--- src/rtl/uart_rx_pkg.sv ---
// Shared types and helpers for the UART receiver.
package uart_rx_pkg;

    localparam int UART_DATA_W = 8;

    typedef enum logic [1:0] {
        IDLE  = 2'd0,
        START = 2'd1,
        DATA  = 2'd2,
        STOP  = 2'd3
    } rx_state_t;

    // Clock cycles per bit time.
    function automatic int calc_div(input int clk_hz, input int baud);
        return clk_hz / baud;
    endfunction

endpackage

--- src/rtl/uart_rx_fifo.sv ---
// Show-ahead receive FIFO. Pointers carry one extra wrap bit so that
// full and empty are told apart without a separate count.
module uart_rx_fifo
    import uart_rx_pkg::*;
#(
    parameter int WIDTH = UART_DATA_W,
    parameter int DEPTH = 4
) (
    input  logic             clk,
    input  logic             resetn,
    input  logic             push,
    input  logic             pop,
    input  logic [WIDTH-1:0] wdata,
    output logic [WIDTH-1:0] rdata,
    output logic             full,
    output logic             empty
);

    localparam int AW = (DEPTH > 1) ? $clog2(DEPTH) : 1;

    logic [AW:0]      wptr_q, wptr_d;
    logic [AW:0]      rptr_q, rptr_d;
    logic [WIDTH-1:0] mem_q [DEPTH];
    logic [WIDTH-1:0] mem_d [DEPTH];
    logic             push_en;
    logic             pop_en;

    assign empty = (wptr_q == rptr_q);
    assign full  = (wptr_q[AW] != rptr_q[AW]) && (wptr_q[AW-1:0] == rptr_q[AW-1:0]);

    // A pop on an empty FIFO is ignored; a push on a full FIFO only lands
    // when the head is leaving in the same cycle.
    assign pop_en  = pop && !empty;
    assign push_en = push && (!full || pop_en);

    // Head byte is forced to zero while empty so the output reads 0 after reset.
    assign rdata = empty ? '0 : mem_q[rptr_q[AW-1:0]];

    // Next pointer and storage values.
    always_comb begin
        wptr_d = wptr_q;
        rptr_d = rptr_q;
        mem_d  = mem_q;
        if (push_en) begin
            mem_d[wptr_q[AW-1:0]] = wdata;
            wptr_d = wptr_q + (AW+1)'(1);
        end
        if (pop_en) begin
            rptr_d = rptr_q + (AW+1)'(1);
        end
    end

    // Pointer and storage registers.
    always_ff @(posedge clk or negedge resetn) begin
        if (!resetn) begin
            wptr_q <= '0;
            rptr_q <= '0;
            for (int i = 0; i < DEPTH; i++) begin
                mem_q[i] <= '0;
            end
        end else begin
            wptr_q <= wptr_d;
            rptr_q <= rptr_d;
            mem_q  <= mem_d;
        end
    end

endmodule

--- src/rtl/uart_rx_io.sv ---
// 8N1 UART receiver: line synchronizer, deframing FSM, sticky error flags
// and a small show-ahead receive FIFO drained by the CPU.
//
// state | meaning
// IDLE  | line idle, waiting for a low level on rx_s
// START | timing to mid start bit, rejecting glitches
// DATA  | sampling 8 data bits LSB-first at mid bit
// STOP  | sampling the stop bit, then push or flag a frame error
module uart_rx_io
    import uart_rx_pkg::*;
#(
    parameter int CLK_FREQ_HZ = 10000000,
    parameter int BAUD_RATE   = 1000000,
    parameter int FIFO_DEPTH  = 4
) (
    input  logic                   clk,
    input  logic                   resetn,
    input  logic                   i_uart_rx,
    input  logic                   i_pop,
    input  logic                   i_clr_err,
    output logic [UART_DATA_W-1:0] o_data,
    output logic                   o_valid,
    output logic                   o_frame_err,
    output logic                   o_overrun
);

    localparam int DIV = calc_div(CLK_FREQ_HZ, BAUD_RATE);
    localparam int TW  = (DIV >= 4) ? $clog2(DIV) : 2;
    localparam logic [TW-1:0] FULL_LOAD = TW'(DIV - 1);
    localparam logic [TW-1:0] HALF_LOAD = TW'(DIV / 2 - 1);

    if (DIV < 4) begin : g_bad_div
        $error("uart_rx_io: CLK_FREQ_HZ / BAUD_RATE must be at least 4");
    end
    if ((FIFO_DEPTH < 2) || ((FIFO_DEPTH & (FIFO_DEPTH - 1)) != 0)) begin : g_bad_depth
        $error("uart_rx_io: FIFO_DEPTH must be a power of 2 and at least 2");
    end

    logic                   sync1_q, sync1_d;
    logic                   rx_s_q, rx_s_d;
    rx_state_t              state_q, state_d;
    logic [TW-1:0]          timer_q, timer_d;
    logic [2:0]             bitcnt_q, bitcnt_d;
    logic [UART_DATA_W-1:0] shift_q, shift_d;
    logic                   frame_err_q, frame_err_d;
    logic                   overrun_q, overrun_d;
    logic                   push_req;
    logic                   frame_set;
    logic                   overrun_set;
    logic                   tick;
    logic                   fifo_full;
    logic                   fifo_empty;

    assign sync1_d = i_uart_rx;
    assign rx_s_d  = sync1_q;
    assign tick    = (timer_q == '0);

    // Two-flop synchronizer; resets to the idle (high) line level.
    always_ff @(posedge clk or negedge resetn) begin
        if (!resetn) begin
            sync1_q <= 1'b1;
            rx_s_q  <= 1'b1;
        end else begin
            sync1_q <= sync1_d;
            rx_s_q  <= rx_s_d;
        end
    end

    // Deframing FSM: next state, bit timer, bit counter and shift register.
    always_comb begin
        state_d   = state_q;
        timer_d   = timer_q;
        bitcnt_d  = bitcnt_q;
        shift_d   = shift_q;
        push_req  = 1'b0;
        frame_set = 1'b0;
        case (state_q)
            IDLE: begin
                if (!rx_s_q) begin
                    timer_d = HALF_LOAD;
                    state_d = START;
                end
            end
            START: begin
                if (tick) begin
                    if (rx_s_q) begin
                        state_d = IDLE;
                    end else begin
                        timer_d  = FULL_LOAD;
                        bitcnt_d = '0;
                        state_d  = DATA;
                    end
                end else begin
                    timer_d = timer_q - TW'(1);
                end
            end
            DATA: begin
                if (tick) begin
                    shift_d  = {rx_s_q, shift_q[UART_DATA_W-1:1]};
                    timer_d  = FULL_LOAD;
                    bitcnt_d = bitcnt_q + 3'd1;
                    if (bitcnt_q == 3'd7) begin
                        state_d = STOP;
                    end
                end else begin
                    timer_d = timer_q - TW'(1);
                end
            end
            STOP: begin
                if (tick) begin
                    // Return to IDLE immediately so a back-to-back start bit
                    // is picked up during the second half of the stop bit.
                    if (rx_s_q) begin
                        push_req = 1'b1;
                    end else begin
                        frame_set = 1'b1;
                    end
                    state_d = IDLE;
                end else begin
                    timer_d = timer_q - TW'(1);
                end
            end
            default: state_d = IDLE;
        endcase
    end

    // FSM registers.
    always_ff @(posedge clk or negedge resetn) begin
        if (!resetn) begin
            state_q  <= IDLE;
            timer_q  <= '0;
            bitcnt_q <= '0;
            shift_q  <= '0;
        end else begin
            state_q  <= state_d;
            timer_q  <= timer_d;
            bitcnt_q <= bitcnt_d;
            shift_q  <= shift_d;
        end
    end

    // A full FIFO still accepts the byte when the head pops in the same cycle.
    assign overrun_set = push_req && fifo_full && !i_pop;

    // Sticky error flags; a new error in the clearing cycle wins.
    always_comb begin
        frame_err_d = frame_err_q;
        overrun_d   = overrun_q;
        if (i_clr_err) begin
            frame_err_d = 1'b0;
            overrun_d   = 1'b0;
        end
        if (frame_set) begin
            frame_err_d = 1'b1;
        end
        if (overrun_set) begin
            overrun_d = 1'b1;
        end
    end

    // Error flag registers.
    always_ff @(posedge clk or negedge resetn) begin
        if (!resetn) begin
            frame_err_q <= 1'b0;
            overrun_q   <= 1'b0;
        end else begin
            frame_err_q <= frame_err_d;
            overrun_q   <= overrun_d;
        end
    end

    uart_rx_fifo #(
        .WIDTH (UART_DATA_W),
        .DEPTH (FIFO_DEPTH)
    ) u_fifo (
        .clk    (clk),
        .resetn (resetn),
        .push   (push_req),
        .pop    (i_pop),
        .wdata  (shift_q),
        .rdata  (o_data),
        .full   (fifo_full),
        .empty  (fifo_empty)
    );

    assign o_valid     = !fifo_empty;
    assign o_frame_err = frame_err_q;
    assign o_overrun   = overrun_q;

endmodule

--- config.mk ---
export PLATFORM = sky130hd
export DESIGN_NAME = uart_rx_io
export DESIGN_NICKNAME = d
export VERILOG_FILES = /design/src/rtl/uart_rx_pkg.sv /design/src/rtl/uart_rx_fifo.sv /design/src/rtl/uart_rx_io.sv
export SDC_FILE = /design/constraint.sdc
export NUM_CORES = 1
export LEC_CHECK = 0
export BUFFER_PORTS_ARGS = -buffer_cell sky130_fd_sc_hd__buf_2
export CAP_MARGIN = 40
export CORE_ASPECT_RATIO = 1.75
export CORE_UTILIZATION = 30
export CTS_CLUSTER_DIAMETER = 80
export DETAILED_ROUTE_END_ITERATION = 8
export PLACE_DENSITY = 0.44
export SETUP_SLACK_MARGIN = 0.1
export SLEW_MARGIN = 20
export SYNTH_ARGS = -nofsm -noshare
export SYNTH_HDL_FRONTEND = slang
export SYNTH_SLANG_ARGS = --single-unit
--- constraint.sdc ---
create_clock -name clk -period 1.86 [get_ports clk]
set_input_delay 0.093 -clock clk [delete_from_list [all_inputs] [get_ports clk]]
set_output_delay 0.093 -clock clk [all_outputs]
set_load 0.01 [all_outputs]
==> summary.md, run 1 <==
| Metric | Value |
|---|---|
| Mapped Nets | between 200 and 250 |
| Post-place setup slack | -45.8 ps |
| PwrDens | roughly 1400 mW/mm² |
| Die span in y | between 100 and 150 µm |
| Worst path top cell family by delay | simple AND/OR/NAND/NOR gates |
| Antenna cells | 0 |
| Worst-Margin Slew | 335 ps |
| Post-route cell area | roughly 0.0042 mm² |
| RSZ-0062 raised after global routing | true |
| Most common cell after layout, fill and taps aside | dfrtp_1 |
| Dpl hpwl | between 4 and 5 mm |
| Synth Flop Type | dfrtp_1 |
| Slowest CP cell | dfrtp_1 |
| Critical-path cell list | inv_2 -> ha_4 -> nor3b_4 -> nand3_4 -> nor3b_4 -> buf_6 -> mux2_4 |
| Final Critical Period | around 1900 ps |
| Via count | 1872 |
| Initial antenna violation count | 0 |
| First-pass DRT Iterations | 4 |
| Met2 usage | 0.245 |
| Clk sinks | 59 |
| Buf+Inv Stages, Crit Path | 2 |
| Io pins | 16 |
| Leading area contributor after synthesis | dfrtp_1 |
| Nets@finish | around 290 |
| Placed Area | approximately 0.0034 mm² |
| Gr ovfl total | 0 |
| WL final | about 6.6 mm |
| Met3 Use GR | 0.0379 |
| Drt drc | 0 |
| Hold WC Path Type | input port to flop |
| Synth top area cells | dfrtp_1, mux2_2, ha_1, mux4_1, mux4_2 |
| Initial core utilization | 0.310 |
| Die area | just over 0.01 mm² |
| Crit path DAT | about 2100 ps |
| Max VDD drop | 0.623 mV |
| Unique cell type count in the Yosys netlist | 45 |
| Max Transition Viols Final | 0 |
| Rows | 47 |
| First-pass GRT wire length | 11.0 mm |
| Clk_lat worst skew | ~320 ps |
| Number of CTS-inserted buffers | 9 |
| Post-route clock skew | about 4.8 ps |
| Hold Vio Cnt, Final | 0 |
| CTS clock-pin slew for the worst setup and hold paths | approximately 50 ps |
| Util after Layout | 0.439 |
| CTS root buffer | clkbuf_16 |
| Crit start category | flop |
| CTS max path bufs | 2 |
| Yosys warnings | 0 |
| Setup Total Neg Slack | -62.4 ps |
| Critical path endpoint category | flop |
| Final antenna-violating net count | 0 |
| EDFF count, synth | 0 |
| CP max stage delay | ~390 ps |
| Largest net degree at the start of global routing | 60 |
| Syn avg cell area | 13.9 µm² |
| Ys async rst share | 1.00 |
| Core area | ~0.0095 mm² |
| Share of Yosys cell area claimed by the top area cell type | 0.487 |
| Placer Congestion | between 0.7 and 0.8 |
| Grt peak-use layer | met2 |
| Top cell by count, worst path | nor3b_4 |
| Worst setup margin | -9.40 ps |
| Syn Inst Count | 211 |
| CTS tree | built |
| H-Tree Level Count | 3 |
| Leakage power | about 2 nW |
| Wire length per cell | between 15 and 20 µm |
| Final setup violation count | 9 |
| R2r setup slk | -9 ps |
| Crit path required time | 2070 ps |
| Area Overhead vs Synth | 41.9% |
| Post-synthesis cell area | 0.00293 mm² |
| Fillers | around 880 |
| Critical path class | flop to flop |
| Hold Path Cell Cnt | 3 |
| Outcome | finished with violations |
| Worst Path Max Fanout | 5 |
| Vias/cell | 4.69 |
| Tcrit/Tclk final | 1.01 |
| Violated checks | setup timing |
| R2R depth | 7 |
| Commonest non-fill, non-tap cells in the layout | dfrtp_1, mux2_4, buf_4 |
| Port-buffer cells | 15 |
| Die W | approximately 77 µm |
| Layout cell share with drive strength beyond 1 | 0.538 |
| #FFs+latches synth | 59 |
| DRT iter0 DRCs | 124 |
| Max Cap Viol | 0 |
| Sequential area share after synthesis | 0.504 |
| CP Depth | 7 |
| Met1 usage | 0.168 |
| Slew margin rel. | 0.776 |
| Tot GR Track Use | 0.144 |
| Fmax achieved | ~0.53 GHz |
| Vias in the first global route | 2068 |
cell families (layout without fill, tap and decap cells):
logic type / after synthesis / in the layout / synth area share
adder cells (fa/ha/maj): 14 / 14 / 0.0598
AND/OR/NAND/NOR: 38 / 38 / 0.0939
buffers and inverters: 16 / 82 / 0.0286
flip-flops: 59 / 59 / 0.504
multiplexers: 50 / 50 / 0.228
AO/OA/AOI/OAI: 27 / 27 / 0.0645
XOR/XNOR: 7 / 7 / 0.0209
metrics by stage:
| stage | power (W) | hold WS (ps) | instances |
|---|---|---|---|
| global placement | 0.00350 | 128 | 366 |
| CTS | 0.00581 | 74.9 | 397 |
| global route | 0.00615 | 100 | 399 |
| detailed placement | 0.00350 | 131 | 366 |
| finish | 0.00580 | 81.8 | 399 |
| floorplan | 0.00287 | -203 | 211 |
synthesized netlist by cell type (2+ instances only):
| library cell | instances |
|---|---|
| dfrtp_1 | 57 |
| mux2_2 | 39 |
| ha_1 | 14 |
| inv_1 | 10 |
| and2_1 | 9 |
| nand2_1 | 6 |
| a21oi_1 | 5 |
| nor2_1 | 5 |
| mux4_1 | 4 |
| mux4_2 | 4 |
| nor3b_4 | 4 |
| o21ai_0 | 4 |
| xnor2_1 | 4 |
| mux2_1 | 3 |
| nand3_1 | 3 |
| xor2_1 | 3 |
| a21o_1 | 2 |
| a22o_1 | 2 |
| a31oi_1 | 2 |
| buf_4 | 2 |
| buf_6 | 2 |
| dfstp_2 | 2 |
| nand2b_1 | 2 |
| nor2b_1 | 2 |
repair_timing:
item                                    in CTS  in global routing
pin swaps                                   11                  6
resized for setup                           65                 21
hold buffers                                 2                  0
endpoints found under the setup margin      54                 59
setup buffers                               10                  3
hold endpoints to repair                    58                  0
cloned                                       3                  0
registers in the layout, summed over array words and instances, names as in the netlist, named ones only:
name	count
u_fifo.mem_q	32
shift_q	8
timer_q	4
bitcnt_q	3
u_fifo.rptr_q	3
u_fifo.wptr_q	3
o_frame_err	1
o_overrun	1
rx_s_d	1
rx_s_q	1
state_q	1
per-layer routing:
layer,share of wire,up-vias
li1,-,888
met1,0.42,949
met2,0.54,27
met3,0.022,8
met4,0.021,0
met5,0,-
final timing paths:
kind	startpoint	to
hold reg to reg	rx_s_d	rx_s_q
setup / recovery	timer_q[1]	u_fifo.mem_q[2]
max in group asynchronous	resetn	rx_s_q
setup reg to reg	timer_q[1]	u_fifo.mem_q[2]
min in group asynchronous	resetn	u_fifo.wptr_q[1]
hold / removal	i_pop	u_fifo.rptr_q[0]
worst min-delay path: stages:
cell     delay (ps)
buf_2           110
nand2_1          90
xnor2_1          70
cell type report:
type | count | area (µm²) | share of cell area
clock buffer | 10 | 239 | 0.0574
timing repair buffer | 56 | 553 | 0.133
clock inverter | 6 | 88.8 | 0.0214
multi-input combinational | 136 | 1610 | 0.387
inverter | 10 | 37.5 | 0.00902
sequential | 59 | 1480 | 0.356
tap | 122 | 153 | 0.0367
power by group:
part / switching, W / internal, W / leakage (nW)
registers: 0.000236 / 0.00150 / 0.790
clock network: 0.000593 / 0.00121 / 0.155
logic: 0.00102 / 0.00124 / 1.00
(Power assumes the default switching activity.)
==> run 2: changes to the inputs <==
--- a/config.mk
+++ b/config.mk
@@ -7,3 +7,2 @@
 export LEC_CHECK = 0
-export BUFFER_PORTS_ARGS = -buffer_cell sky130_fd_sc_hd__buf_2
 export CAP_MARGIN = 40
@@ -13,3 +12,4 @@
 export DETAILED_ROUTE_END_ITERATION = 8
-export PLACE_DENSITY = 0.44
+export DONT_BUFFER_PORTS = 1
+export PLACE_DENSITY = 0.42
 export SETUP_SLACK_MARGIN = 0.1
--- a/constraint.sdc
+++ b/constraint.sdc
@@ -3,2 +3,2 @@
 set_output_delay 0.093 -clock clk [all_outputs]
-set_load 0.01 [all_outputs]
+set_load 0.1 [all_outputs]
==> summary.md, run 2 (synthesis gave the netlist of run 1 again) <==
| Metric | Value |
|---|---|
| Wire length per cell | 16.8 µm (was 16.5 µm) |
| Crit start category | flop (unchanged) |
| Rows | 47 (unchanged) |
| Dpl hpwl | 4.13 mm (was 4.03 mm) |
| Worst Path Max Fanout | 8 (was 5) |
| CTS tree | built (unchanged) |
| Slew margin rel. | 0.791 (was 0.776) |
| Initial antenna violation count | 0 (unchanged) |
| Max Cap Viol | 0 (unchanged) |
| PwrDens | 1440 mW/mm² (was 1390 mW/mm²) |
| Max VDD drop | 0.693 mV (was 0.623 mV) |
| Leakage power | 1.99 nW (was 1.95 nW) |
| First-pass DRT Iterations | 4 (unchanged) |
| Io pins | 16 (unchanged) |
| Top Registers | u_fifo.mem_q x32, shift_q x8, timer_q x4 (unchanged) |
| Critical path endpoint category | flop (unchanged) |
| Most common cell after layout, fill and taps aside | dfrtp_1 (unchanged) |
| Core area | 0.00947 mm² (unchanged) |
| Hold Vio Cnt, Final | 0 (unchanged) |
| Number of CTS-inserted buffers | 9 (unchanged) |
| Final antenna-violating net count | 0 (unchanged) |
| First-pass GRT wire length | 11.3 mm (was 11.0 mm) |
| Violated checks | setup timing (unchanged) |
| Crit path DAT | 2110 ps (was 2080 ps) |
| Final setup violation count | 37 (was 9) |
| Layout cell share with drive strength beyond 1 | 0.555 (was 0.538) |
| Worst setup margin | -45.5 ps (was -9.40 ps) |
| Die span in y | 133 µm (unchanged) |
| Drt drc | 0 (unchanged) |
| DRT iter0 DRCs | 80 (was 124) |
| Commonest non-fill, non-tap cells in the layout | dfrtp_1, mux2_4, buf_4 (unchanged) |
| RSZ-0062 raised after global routing | true (unchanged) |
| CTS root buffer | clkbuf_16 (unchanged) |
| Placer Congestion | 0.698 (was 0.719) |
| Port-buffer cells | 0 (was 15) |
| Clk_lat worst skew | 330 ps (was 320 ps) |
| Clk sinks | 59 (unchanged) |
| Outcome | finished with violations (unchanged) |
| Antenna cells | 0 (unchanged) |
| Via count | 1889 (was 1872) |
| Final Critical Period | 1910 ps (was 1870 ps) |
| CTS max path bufs | 2 (unchanged) |
| Worst-Margin Slew | 314 ps (was 335 ps) |
| Register area | 0.00148 mm² (about the same) |
| Die area | 0.0102 mm² (unchanged) |
| WL final | 6.65 mm (was 6.57 mm) |
| Initial core utilization | 0.310 (unchanged) |
| Die W | 76.7 µm (unchanged) |
| Vias in the first global route | 2032 (was 2068) |
| Area Overhead vs Synth | 47.2% (was 41.9%) |
| Hold WC Path Type | input port to asynchronous set/reset pin (was input port to flop) |
| R2r setup slk | -50 ps (was -9 ps) |
| Fmax achieved | 0.525 GHz (was 0.535 GHz) |
| Cell count after placement | 359 (was 366) |
| Max Transition Viols Final | 0 (unchanged) |
| Nets@finish | 288 (was 291) |
| CTS clock-pin slew for the worst setup and hold paths | 50 ps (about the same) |
| Vias/cell | 4.77 (was 4.69) |
| Critical path class | flop to flop (unchanged) |
| Tcrit/Tclk final | 1.02 (was 1.01) |
| Gr ovfl total | 0 (unchanged) |
| Largest net degree at the start of global routing | 60 (unchanged) |
| Post-place setup slack | -41.0 ps (was -45.8 ps) |
| Crit path required time | 2070 ps (about the same) |
| H-Tree Level Count | 3 (unchanged) |
| Fillers | 848 (was 884) |
| Area occupied by multi-input gates | 0.00164 mm² (was 0.00161 mm²) |
| Non-Filler Instances | 396 (was 399) |
| Max reg flops | 32 (unchanged) |
| Post-route clock skew | 4.58 ps (was 4.75 ps) |
| Largest reg by FF count | u_fifo.mem_q (unchanged) |
| Tot GR Track Use | 0.150 (was 0.144) |
==> run 2: cell count changes in the layout (fill, tap and decap cells not counted), sizes merged <==
cell | previous run | this run
buf | 54 | 49
clkinvlp | 2 | 0
dlygate4sd3 | 2 | 4
bufinv | 2 | 3
clkbuf | 10 | 11
==> run 2: metal layers <==
metal | part of all wire | track usage | up-vias
li1 | - | - | 887
met3 | 0.025 | 0.0441 | 10
met4 | 0.020 | 0.0737 | 0
met1 | 0.41 | 0.168 | 963
met2 | 0.55 | 0.258 | 29
met5 | 0 | 0 | -
==> run 2: through the flow <==
step	cell area (µm²)	utilization	hold WS, ps	power [W]	setup TNS [ps]
finish	4310	0.456	283	0.00621	-1170
global route	4310	0.456	299	0.00657	-4260
CTS	4210	0.445	298	0.00605	-919
detailed placement	3470	0.366	-199	0.00368	-287
global placement	3470	0.366	-200	0.00369	-0.695
floorplan	2980	-	-203	0.00306	-3330
==> run 2: worst paths after layout <==
kind                                  start          endpoint  cells after the start
max                        u_fifo.rptr_q[0]  u_fifo.mem_q[14]                      7
min                                  resetn        timer_q[3]                      2
max reg2reg                u_fifo.rptr_q[0]  u_fifo.mem_q[14]                      7
min reg2reg                          rx_s_d            rx_s_q                      0
max in group asynchronous            resetn            rx_s_d                      2
min in group clk                  i_uart_rx            rx_s_d                      1
==> run 2: area by class of cell <==
type                       count  share of cell area
clock buffer                  11              0.0563
clock inverter                 5              0.0232
inverter                      10             0.00870
multi-input combinational    136               0.380
sequential                    59               0.343
tap                          122              0.0354
timing repair buffer          53               0.154
==> run 2: worst max-delay path: stages (launching register included) <==
cell,delay [ps]
dfrtp_1,410
buf_6,130
xnor2_2,120
and4b_2,260
buf_12,150
nor3b_4,230
buf_12,180
mux2_4,300
==> run 2: power by group <==
part	total, W	internal, W	switching [W]
registers	0.00173	0.00150	0.000228
clock network	0.00190	0.00134	0.000559
logic	0.00259	0.00134	0.00125
==> run 2: repair_timing <==
item	4_1_cts	5_1_grt
endpoints found under the setup margin	54	61
cloned	2	0
pin swaps	2	11
hold buffers	5	0
setup buffers	13	1
gates resized for setup	68	29
hold endpoints to repair	63	0
